$ cat src/rtl/button_pkg.sv
// Shared constants for the push-button controller: register addresses and
// the default debounce interval.
package button_pkg;

    localparam logic [1:0] ADDR_STATE = 2'd0;
    localparam logic [1:0] ADDR_MASK  = 2'd1;
    localparam logic [1:0] ADDR_EDGE  = 2'd2;

    // 1 ms at 50 MHz
    localparam int DEFAULT_DEBOUNCE_TICKS = 50000;

endpackage : button_pkg

$ cat src/rtl/button_debounce_cell.sv
// One key: 2-flop synchronizer, hold-time counter, debounced level and a
// single-cycle press pulse coincident with the level update.
module button_debounce_cell
    import button_pkg::*;
#(
    parameter int DEBOUNCE_TICKS = DEFAULT_DEBOUNCE_TICKS,
    parameter int CNT_W          = 16
) (
    input  logic clk,
    input  logic reset_n,
    input  logic raw,
    output logic stable,
    output logic fall
);

    localparam logic [CNT_W-1:0] TERM = CNT_W'(DEBOUNCE_TICKS - 1);

    logic             sync_1;
    logic             sync_2;
    logic             stable_q;
    logic [CNT_W-1:0] cnt;
    logic             mismatch;
    logic             terminal;

    assign mismatch = (sync_2 != stable_q);
    assign terminal = mismatch && (cnt == TERM);

    // Sync flops reset to the released level so reset never looks like a press.
    always_ff @(posedge clk or negedge reset_n) begin
        if (!reset_n) begin
            sync_1 <= 1'b1;
            sync_2 <= 1'b1;
        end else begin
            sync_1 <= raw;
            sync_2 <= sync_1;
        end
    end

    // Any return to the old level clears the count, rejecting short glitches.
    always_ff @(posedge clk or negedge reset_n) begin
        if (!reset_n) begin
            stable_q <= 1'b1;
            cnt      <= '0;
        end else if (!mismatch) begin
            cnt <= '0;
        end else if (terminal) begin
            stable_q <= sync_2;
            cnt      <= '0;
        end else begin
            cnt <= cnt + 1'b1;
        end
    end

    // Combinational so the edge register sets on the same edge as the level.
    assign fall   = terminal && !sync_2;
    assign stable = stable_q;

endmodule : button_debounce_cell

$ cat src/rtl/button_debounce_ctrl.sv
// Avalon-MM push-button controller: debounced key state, per-bit irq mask and
// a write-one-to-clear press-event register driving a level interrupt.
module button_debounce_ctrl
    import button_pkg::*;
#(
    parameter int WIDTH          = 5,
    parameter int DEBOUNCE_TICKS = DEFAULT_DEBOUNCE_TICKS,
    parameter int CNT_W          = 16
) (
    input  logic             clk,
    input  logic             reset_n,
    input  logic [1:0]       address,
    input  logic             chipselect,
    input  logic             write_n,
    input  logic [WIDTH-1:0] writedata,
    input  logic [WIDTH-1:0] in_port,
    output logic [WIDTH-1:0] readdata,
    output logic             irq
);

    // Bus protocol: no wait states. A write takes effect on the edge where
    // chipselect && !write_n; readdata is registered from address on every
    // edge regardless of chipselect, so it is valid one cycle after address.

    logic [WIDTH-1:0] key_state;
    logic [WIDTH-1:0] key_fall;
    logic [WIDTH-1:0] mask_q;
    logic [WIDTH-1:0] edge_q;
    logic [WIDTH-1:0] edge_clr;
    logic [WIDTH-1:0] rd_mux;
    logic             wr_en;

    for (genvar i = 0; i < WIDTH; i++) begin : g_cell
        button_debounce_cell #(
            .DEBOUNCE_TICKS(DEBOUNCE_TICKS),
            .CNT_W         (CNT_W)
        ) u_cell (
            .clk    (clk),
            .reset_n(reset_n),
            .raw    (in_port[i]),
            .stable (key_state[i]),
            .fall   (key_fall[i])
        );
    end

    assign wr_en    = chipselect && !write_n;
    assign edge_clr = (wr_en && address == ADDR_EDGE) ? writedata : '0;

    always_ff @(posedge clk or negedge reset_n) begin
        if (!reset_n) begin
            mask_q <= '0;
        end else if (wr_en && address == ADDR_MASK) begin
            mask_q <= writedata;
        end
    end

    // A new event wins over a simultaneous clear of the same bit.
    always_ff @(posedge clk or negedge reset_n) begin
        if (!reset_n) begin
            edge_q <= '0;
        end else begin
            edge_q <= (edge_q & ~edge_clr) | key_fall;
        end
    end

    always_comb begin
        rd_mux = '0;
        case (address)
            ADDR_STATE: rd_mux = key_state;
            ADDR_MASK:  rd_mux = mask_q;
            ADDR_EDGE:  rd_mux = edge_q;
            default:    rd_mux = '0;
        endcase
    end

    always_ff @(posedge clk or negedge reset_n) begin
        if (!reset_n) begin
            readdata <= '0;
        end else begin
            readdata <= rd_mux;
        end
    end

    assign irq = |(edge_q & mask_q);

endmodule : button_debounce_ctrl

$ cat config.mk
export PLATFORM = sky130hd
export DESIGN_NAME = button_debounce_ctrl
export DESIGN_NICKNAME = d
export VERILOG_FILES = /design/src/rtl/button_pkg.sv /design/src/rtl/button_debounce_cell.sv /design/src/rtl/button_debounce_ctrl.sv
export SDC_FILE = /design/constraint.sdc
export NUM_CORES = 1
export LEC_CHECK = 0
export CORE_MARGIN = 4
export CORE_UTILIZATION = 45
export CTS_CLUSTER_SIZE = 30
export DETAILED_ROUTE_END_ITERATION = 6
export MAX_ROUTING_LAYER = met4
export SLEW_MARGIN = 20
export SYNTH_ARGS = -nofsm -noshare
export SYNTH_HDL_FRONTEND = slang
export SYNTH_HIERARCHICAL = 1
export SYNTH_SLANG_ARGS = --single-unit
$ cat constraint.sdc
create_clock -name clk -period 2.1 [get_ports clk]
set_clock_uncertainty 0.1 [all_clocks]
set_input_delay 0.315 -clock clk [delete_from_list [all_inputs] [get_ports clk]]
set_output_delay 0.315 -clock clk [all_outputs]
set_load 0.01 [all_outputs]
# Word-level counts from Yosys, hierarchy flattened
# Cells that the tools add are included.
[totals]
register_bits = 110
input_bits = 16
output_inout_bits = 6
wordCells = 82
[op_classes]
addsub = 5
eq_ne = 12
mux = 12
n_bitwise = 4
n_reduce_logical = 26
[op_table]
columns = ["operator", "n"]
rows = [
  ["2-to-1 mux 16 bit", 10],
  ["adder 16 x 1 -> 16 bit, second input constant", 5],
  ["== test 16 bit, second input constant", 5],
  ["one-hot mux 5 bit (3 select lines)", 1],
  ["logical AND 1 bit", 13],
  ["bitwise AND 5 bit", 2],
  ["AND reduction 2 bit", 5],
  ["zero test 1 bit", 6],
  ["2-to-1 mux 5 bit", 1],
  ["inequality test 1 bit", 5],
  ["inverter 5 bit", 1],
  ["OR 5 bit", 1],
  ["OR reduction 5 bit", 1],
  ["== test 2 x 1 -> 1 bit, second input constant", 1],
  ["== test 2 bit, second input constant", 1],
  ["zero test 2 bit", 1],
]

# Depth between registers and ports, before layout
# Gate-level depths: netlist of the first run.
[logic_depth]
ltp_word = 7
ltp_mapped = 6
mapped_depth_nobuf = 6

# Modules after synthesis
# Netlist of the first run, hierarchy kept.
[by_module_without_submodules]
columns = ["module", "n_inst", "cells_each", "area_each_um2", "seq_area_each_um2"]
rows = [
  ["button_debounce_cell", 5, 89, 950.9, 479.2],
  ["button_debounce_ctrl", 1, 52, 683.2, 375.4],
]

# Worst setup path before layout of the first run
# No wires, ideal clock.
[synth_timing]
path_type = "register to register"
start = "reg g_cell[0].u_cell.cnt[0]"
end = "reg edge_q[0]"
setup_ns = 0.082
arrival_time_ns = 1.369
required_ns = 1.918
path_slack_ns = 0.549
stages_incl_launch_ff = 7
n_path_buf = 0
synth_period_minus_slack_ns = 1.551
cell_sequence = "dfrtp_1 -> ha_1 -> and3_2 -> nand4_2 -> nor3b_1 -> inv_1 -> a31oi_1"
[synth_via]
elab_chain_len = 4
[synth_lines]
columns = ["element", "line_no", "text"]
rows = [
  ["start, declared", "button_debounce_cell.sv:21", "logic [CNT_W-1:0] cnt;"],
  ["start signal, assigned", "button_debounce_cell.sv:50", "cnt <= cnt + 1'b1;"],
  ["== test 16 bit", "button_debounce_cell.sv:26", "assign terminal = mismatch && (cnt == TERM);"],
  ["logical AND 1 bit", "button_debounce_cell.sv:26", ""],
  ["logical AND 1 bit", "button_debounce_cell.sv:55", "assign fall = terminal && !sync_2;"],
  ["net key_fall[0]", "button_debounce_ctrl.sv:26", "logic [WIDTH-1:0] key_fall;"],
  ["OR 5 bit", "button_debounce_ctrl.sv:62", "edge_q <= (edge_q & ~edge_clr) | key_fall;"],
  ["end signal, assigned", "button_debounce_ctrl.sv:62", ""],
  ["end, declared", "button_debounce_ctrl.sv:28", "logic [WIDTH-1:0] edge_q;"],
]
# The timed path passes the listed nets, and every way through them passes these cells.
# A chain may end at the register's enable or synchronous reset.

# Worst setup path after layout of the first run
[layout_timing]
start = "reg mask_q[0]"
end = "out irq"
[layout_via]
elab_chain_len = 2
[layout_lines]
columns = ["element", "line_no", "text"]
rows = [
  ["start, declared", "button_debounce_ctrl.sv:27", "logic [WIDTH-1:0] mask_q;"],
  ["start signal, assigned", "button_debounce_ctrl.sv:53", "mask_q <= writedata;"],
  ["bitwise AND 5 bit", "button_debounce_ctrl.sv:84", "assign irq = |(edge_q & mask_q);"],
  ["OR reduction 5 bit", "button_debounce_ctrl.sv:84", ""],
  ["end, declared", "button_debounce_ctrl.sv:18", "output logic irq"],
]
# Every way passes these cells.

==> flow_summary.ini, run 1 <==
[outcome]
status = complete, no violations

[synth]
muxShareOfSynthArea = 0.0334
yosys.area_share.simple = 0.269
synth_edf_count = 0
syn_area_mm2 = 0.00544
yosys.area_share.adder = 0.0115
yosysUniqueCellTypes = 34
netlist.area_leader.share = 0.437
synth_area_leaders = dfrtp_1, xnor2_1, dfstp_2, nor2_1, nand4_2
synth_top_family_by_area = simple AND/OR/NAND/NOR gates
synthFlopType = dfrtp_1
synth_area_leader_cell = dfrtp_1
yosysSeqAreaShare = 0.510
async_flop_share = 1.00
post_synth_inst_count = 497
yosys_warnings = 6
synth_common_cells = dfrtp_1, nor2_1, xnor2_1, nor3_1, inv_1
yosys.area_share.xor_xnor = 0.113
yosysMostFrequentCell = dfrtp_1
syn_avg_cell_area_um2 = 10.9
syn_nets = 518
synth_compound_area_frac = 0.0297
ys_ff_latch = 110

[layout]
syn2layout_area_growth_pct = 12.1
final_area_mm2 = 0.00610
fin_util = 0.525
drive_gt1_frac = 0.197
multi_input_area_mm2 = 0.00248
ff_latch_area_mm2 = 0.00277
nNetsFinal = 544
fillers = 1052
antenna_cells = 0

[cts]
htree_levels = 3
cts_setup_buffers = 0
cts_sinks = 110
clkTransAtPathRegs_ns = 0.07
cts_buffer_depth = 2
cts_tree = built
worstSkewPairLatency_ns = 0.35
numCtsBuffers = 9
root_buffer = clkbuf_16

[route]
post_drt_wl_per_cell_um = 14.7
drcViolationCount = 0
drtIter0Drc = 167
vias_per_cell = 5.34
ant_nets = 0
dr.pass1.iters = 4
routed_wl_mm = 9.86
dr_total_vias = 3583

[power]
p_leak_nw = 2.43
vdd_drop_max_uv = 669
finalPower_w = 0.00434
power_density_mw_per_mm2 = 712

[floorplan]
die_h_um = 118
core.rowCount = 39
core_mm2 = 0.0116
die_area_mm2 = 0.0139
initial_core_util = 0.468
dieWidth_um = 118
num_io_pins = 22

[sta]
setup_tns_ns = 0
rsz0062_at_grt = false
worst_pin_slew_ns = 0.414
hold_violations = 0
drv_slew = 0
clock.fmax_mhz = 514
period_share = 0.926
period_minus_slack_ns = 1.95
maxSlewHeadroom = 0.720
setup_viol = 0

[setup_path]
crit_path_end_kind = output port
startpoint_type = register
worstPathMaxFanout = 3
cp.required_ns = 1.68
cp.arrival_ns = 1.53
crit_type = reg2out

[placement]
place_congestion = 0.820
io_buffers = 21
dp_hpwl_mm = 6.96
dpl_cell_area_mm2 = 0.00577

[global_route]
grt_pass1_wl_mm = 17.6
gr-total-overflow = 0
grt_pass1_vias = 3543
antenna_found_initial = 0
grt_start_max_net_pins = 59
grt.total_usage = 0.159

[flow_run]
maxCapViolations = 0

[min_path]
hold_path_class = reg2reg
registers in the layout, summed over array words and instances, names as in the netlist:
name,cells
edge_q,5
g_cell.u_cell/cnt,80
g_cell.u_cell/stable,5
g_cell.u_cell/sync_1,5
g_cell.u_cell/sync_2,5
mask_q,5
readdata,5
cell type report:
| class | count | share of cell area |
|---|---|---|
| Clock buffer | 10 | 0.0392 |
| Clock inverter | 6 | 0.0123 |
| Inverter | 25 | 0.0154 |
| Multi-Input combinational cell | 351 | 0.407 |
| Sequential cell | 110 | 0.455 |
| Tap cell | 143 | 0.0293 |
| Timing Repair Buffer | 26 | 0.0425 |
kinds of logic after synthesis:
group / Yosys count
simple gates: 239
flops: 110
xor+xnor: 70
buf+inv: 36
compound gates: 22
mux: 15
fa+ha+maj: 5
path summary, 6_finish.rpt:
check,start,endpoint,slack [ns],cells after the start
min in group asynchronous,reset_n,g_cell[1].u_cell/cnt[11],0.32,2
worst min register to register,g_cell[1].u_cell/sync_1,g_cell[1].u_cell/sync_2,0.26,0
worst min-delay path,g_cell[1].u_cell/sync_1,g_cell[1].u_cell/sync_2,0.26,0
worst max register to register,g_cell[0].u_cell/cnt[0],edge_q[0],0.29,6
worst max-delay path,mask_q[0],irq,0.15,3
max in group asynchronous,reset_n,g_cell[0].u_cell/stable,0.85,3
cell usage in the layout, fill, tap and decap left out, drive strengths merged, types with 5 or more instances in the layout:
master         netlist  layout
nand4               35      35
inv                 25      28
nor4bb               5       5
nor3                30      30
xor2                10      10
nor3b                5       5
ha                   5       5
mux2                10      10
a31o                 5       5
a31oi                5       5
a21oi                5       5
clkbuf               0      10
clkdlybuf4s50        0      19
dfstp               15      15
nor2                90      90
nor4                10      10
nand3               20      20
and4bb               7       7
and3                10      10
o2bb2ai              5       5
buf                 11       5
xnor2               60      60
mux2i                5       5
dfrtp               95      95
nor4b                5       5
nand2               21      21
where the power goes:
group | internal, W | switching (W)
clock | 0.000977 | 0.000782
sequential | 0.00221 | 0.0000786
combinational | 0.000146 | 0.000149
total | 0.00333 | 0.00101
layer usage:
| metal | track usage | vias to the layer above | part of all wire |
|---|---|---|---|
| met5 | - | - | 0 |
| met4 | 0.0403 | 0 | 0.010 |
| met3 | 0.0457 | 11 | 0.036 |
| met2 | 0.234 | 49 | 0.45 |
| met1 | 0.217 | 1739 | 0.50 |
| li1 | - | 1784 | - |
stage by stage:
| step | setup WS [ns] | hold WS [ns] | instances |
|---|---|---|---|
| 6_report | 0.155 | 0.258 | 671 |
| 4_1_cts | 0.127 | 0.249 | 671 |
| 2_1_floorplan | 0.549 | -0.0806 | 497 |
| 3_5_place_dp | 0.284 | 0.150 | 654 |
| 5_1_grt | 0.0481 | 0.246 | 671 |
| 3_3_place_gp | 0.345 | 0.153 | 654 |
worst max-delay path, cell delays in order (launching register included):
cell	delay, ns
dfrtp_1	0.40
a222oi_1	0.34
nand2_1	0.13
dlygate4sd2_1	0.31
timing repair:
action | 4_1_cts | 5_1_grt
resized for setup | 1 | 0
endpoints found under the setup margin | 1 | 0
hold endpoints to repair | 23 | 0
hold buffers | 1 | 0
No activity file was read; power rests on OpenSTA's default activity.
==> inputs of run 2 (changes only) <==
--- a/config.mk
+++ b/config.mk
@@ -10,6 +10,7 @@
 export CTS_CLUSTER_SIZE = 30
 export DETAILED_ROUTE_END_ITERATION = 6
 export MAX_ROUTING_LAYER = met4
+export PLACE_DENSITY_LB_ADDON = 0.12
 export SLEW_MARGIN = 20
 export SYNTH_ARGS = -nofsm -noshare
 export SYNTH_HDL_FRONTEND = slang
==> run 2 against run 1 <==
  * Register-to-register slack is essentially flat
  * Critical path depth unchanged
  * Total power up 0.42%
  * Flip-flop and latch count stayed put
  * Sequential power about the same
  * Core utilization rose by 0.12 points
  * Worst setup slack improved by 0.0016 ns
  * Via count decreased by 0.81%
  * Routed wire length down 0.15%
  * Combinational power is essentially flat
  * Die area stayed put
==> flow_summary.ini, run 2 (same netlist as run 1, synthesis figures left out) <==
[outcome]
status = complete, no violations

[sta]
maxSlewHeadroom = 0.637
hold_violations = 0
clock.fmax_mhz = 515
period_minus_slack_ns = 1.94
setup_tns_ns = 0
period_share = 0.925
rsz0062_at_grt = false
setup_viol = 0
drv_slew = 0
worst_pin_slew_ns = 0.544
timing.hold.ws_ns = 0.257

[floorplan]
dieWidth_um = 118
initial_core_util = 0.468
core_mm2 = 0.0116
die_area_mm2 = 0.0139
die_h_um = 118
core.rowCount = 39
num_io_pins = 22

[placement]
io_buffers = 21
dpl_cell_area_mm2 = 0.00579
place_congestion = 0.830
dp_hpwl_mm = 6.83

[cts]
cts_tree = built
clkTransAtPathRegs_ns = 0.08
cts_buffer_depth = 2
cts_sinks = 110
root_buffer = clkbuf_16
htree_levels = 3
worstSkewPairLatency_ns = 0.35
numCtsBuffers = 9
cts_setup_buffers = 0

[power]
vdd_drop_max_uv = 556
p_leak_nw = 2.44
power_density_mw_per_mm2 = 713

[route]
ant_nets = 0
drcViolationCount = 0
vias_per_cell = 5.30
post_drt_wl_per_cell_um = 14.7
drtIter0Drc = 159
dr.pass1.iters = 4
dr_total_vias = 3554
routed_wl_mm = 9.84

[layout]
syn2layout_area_growth_pct = 12.4
largest_register_ff_count = 80
drive_gt1_frac = 0.197
regMostFlops = g_cell.u_cell/cnt
mostFrequentLayoutCells = dfrtp_1, nor2_1, xnor2_1, nor3_1, inv_1
antenna_cells = 0
nNetsFinal = 544
final_area_mm2 = 0.00611
fillers = 1063
final_common_cell = dfrtp_1

[setup_path]
timing.rr.start = g_cell[0].u_cell/cnt[11]
crit_path_end_kind = output port
startpoint_type = register
crit_type = reg2out
reg2reg_depth = 5
cp.required_ns = 1.68
worstPathMaxFanout = 3
worst_r2r_endpoint = edge_q[0]
crit_end = irq
cp.arrival_ns = 1.53
rrSetupSlack_ns = 0.29
crit_path_start = mask_q[0]

[global_route]
grt_pass1_vias = 3605
grt_start_max_net_pins = 42
antenna_found_initial = 0
grt_pass1_wl_mm = 17.5
gr-total-overflow = 0
grt.total_usage = 0.157

[flow_run]
maxCapViolations = 0

[min_path]
hold_path_class = reg2reg
run 2: where the power goes:
part	switching, W	internal, W	leakage (nW)
clock	0.000820	0.000957	0.156
sequential	0.0000761	0.00221	1.45
combinational	0.000148	0.000148	0.830
total	0.00104	0.00331	2.44
run 2: worst min path at each step:
stage	start	endpoint	slack, ns	cells after the start
after floorplan	reset_n	edge_q[0]	-0.08	0
after global placement	reset_n	g_cell[1].u_cell/cnt[13]	0.24	1
after detailed placement	reset_n	g_cell[1].u_cell/cnt[13]	0.25	1
after CTS	in_port[3]	g_cell[3].u_cell/sync_1	0.24	1
after global routing	in_port[3]	g_cell[3].u_cell/sync_1	0.24	1
final	g_cell[4].u_cell/sync_1	g_cell[4].u_cell/sync_2	0.26	0
run 2: routing by layer:
| metal | global-route usage | up-vias | routed length [um] |
|---|---|---|---|
| li1 | - | 1779 | - |
| met3 | 0.0452 | 7 | 342 |
| met1 | 0.211 | 1720 | 4980 |
| met5 | - | - | 0 |
| met4 | 0.0396 | 0 | 84 |
| met2 | 0.237 | 48 | 4430 |
run 2: final cells by class:
| class | count | area (um^2) | area share |
|---|---|---|---|
| multi-input combinational | 351 | 2480 | 0.406 |
| sequential | 110 | 2770 | 0.454 |
| timing repair buffer | 26 | 272 | 0.0444 |
| clock buffer | 9 | 225 | 0.0369 |
| inverter | 25 | 93.8 | 0.0154 |
| tap | 143 | 179 | 0.0293 |
| clock inverter | 7 | 90.1 | 0.0147 |
run 2: timing repair:
item / CTS / global route
hold buffers: 1 / 0
setup endpoints to repair: 1 / 0
gates resized for setup: 1 / 0
hold endpoints to repair: 31 / 0
run 2: critical path, cell delays in order, from the launching register on:
cell and delay, ns:
dfrtp_1 0.40, a222oi_1 0.33, nand2_1 0.14, dlygate4sd2_1 0.31
run 2: through the flow:
| stage | cells | power [W] | utilization | setup WS [ns] |
|---|---|---|---|---|
| after floorplan | 497 | 0.00247 | - | 0.549 |
| after global placement | 654 | 0.00263 | 0.498 | 0.344 |
| after detailed placement | 654 | 0.00263 | 0.498 | 0.319 |
| after CTS | 671 | 0.00444 | 0.526 | 0.134 |
| after global routing | 671 | 0.00457 | 0.526 | 0.0400 |
| final | 671 | 0.00436 | 0.526 | 0.157 |
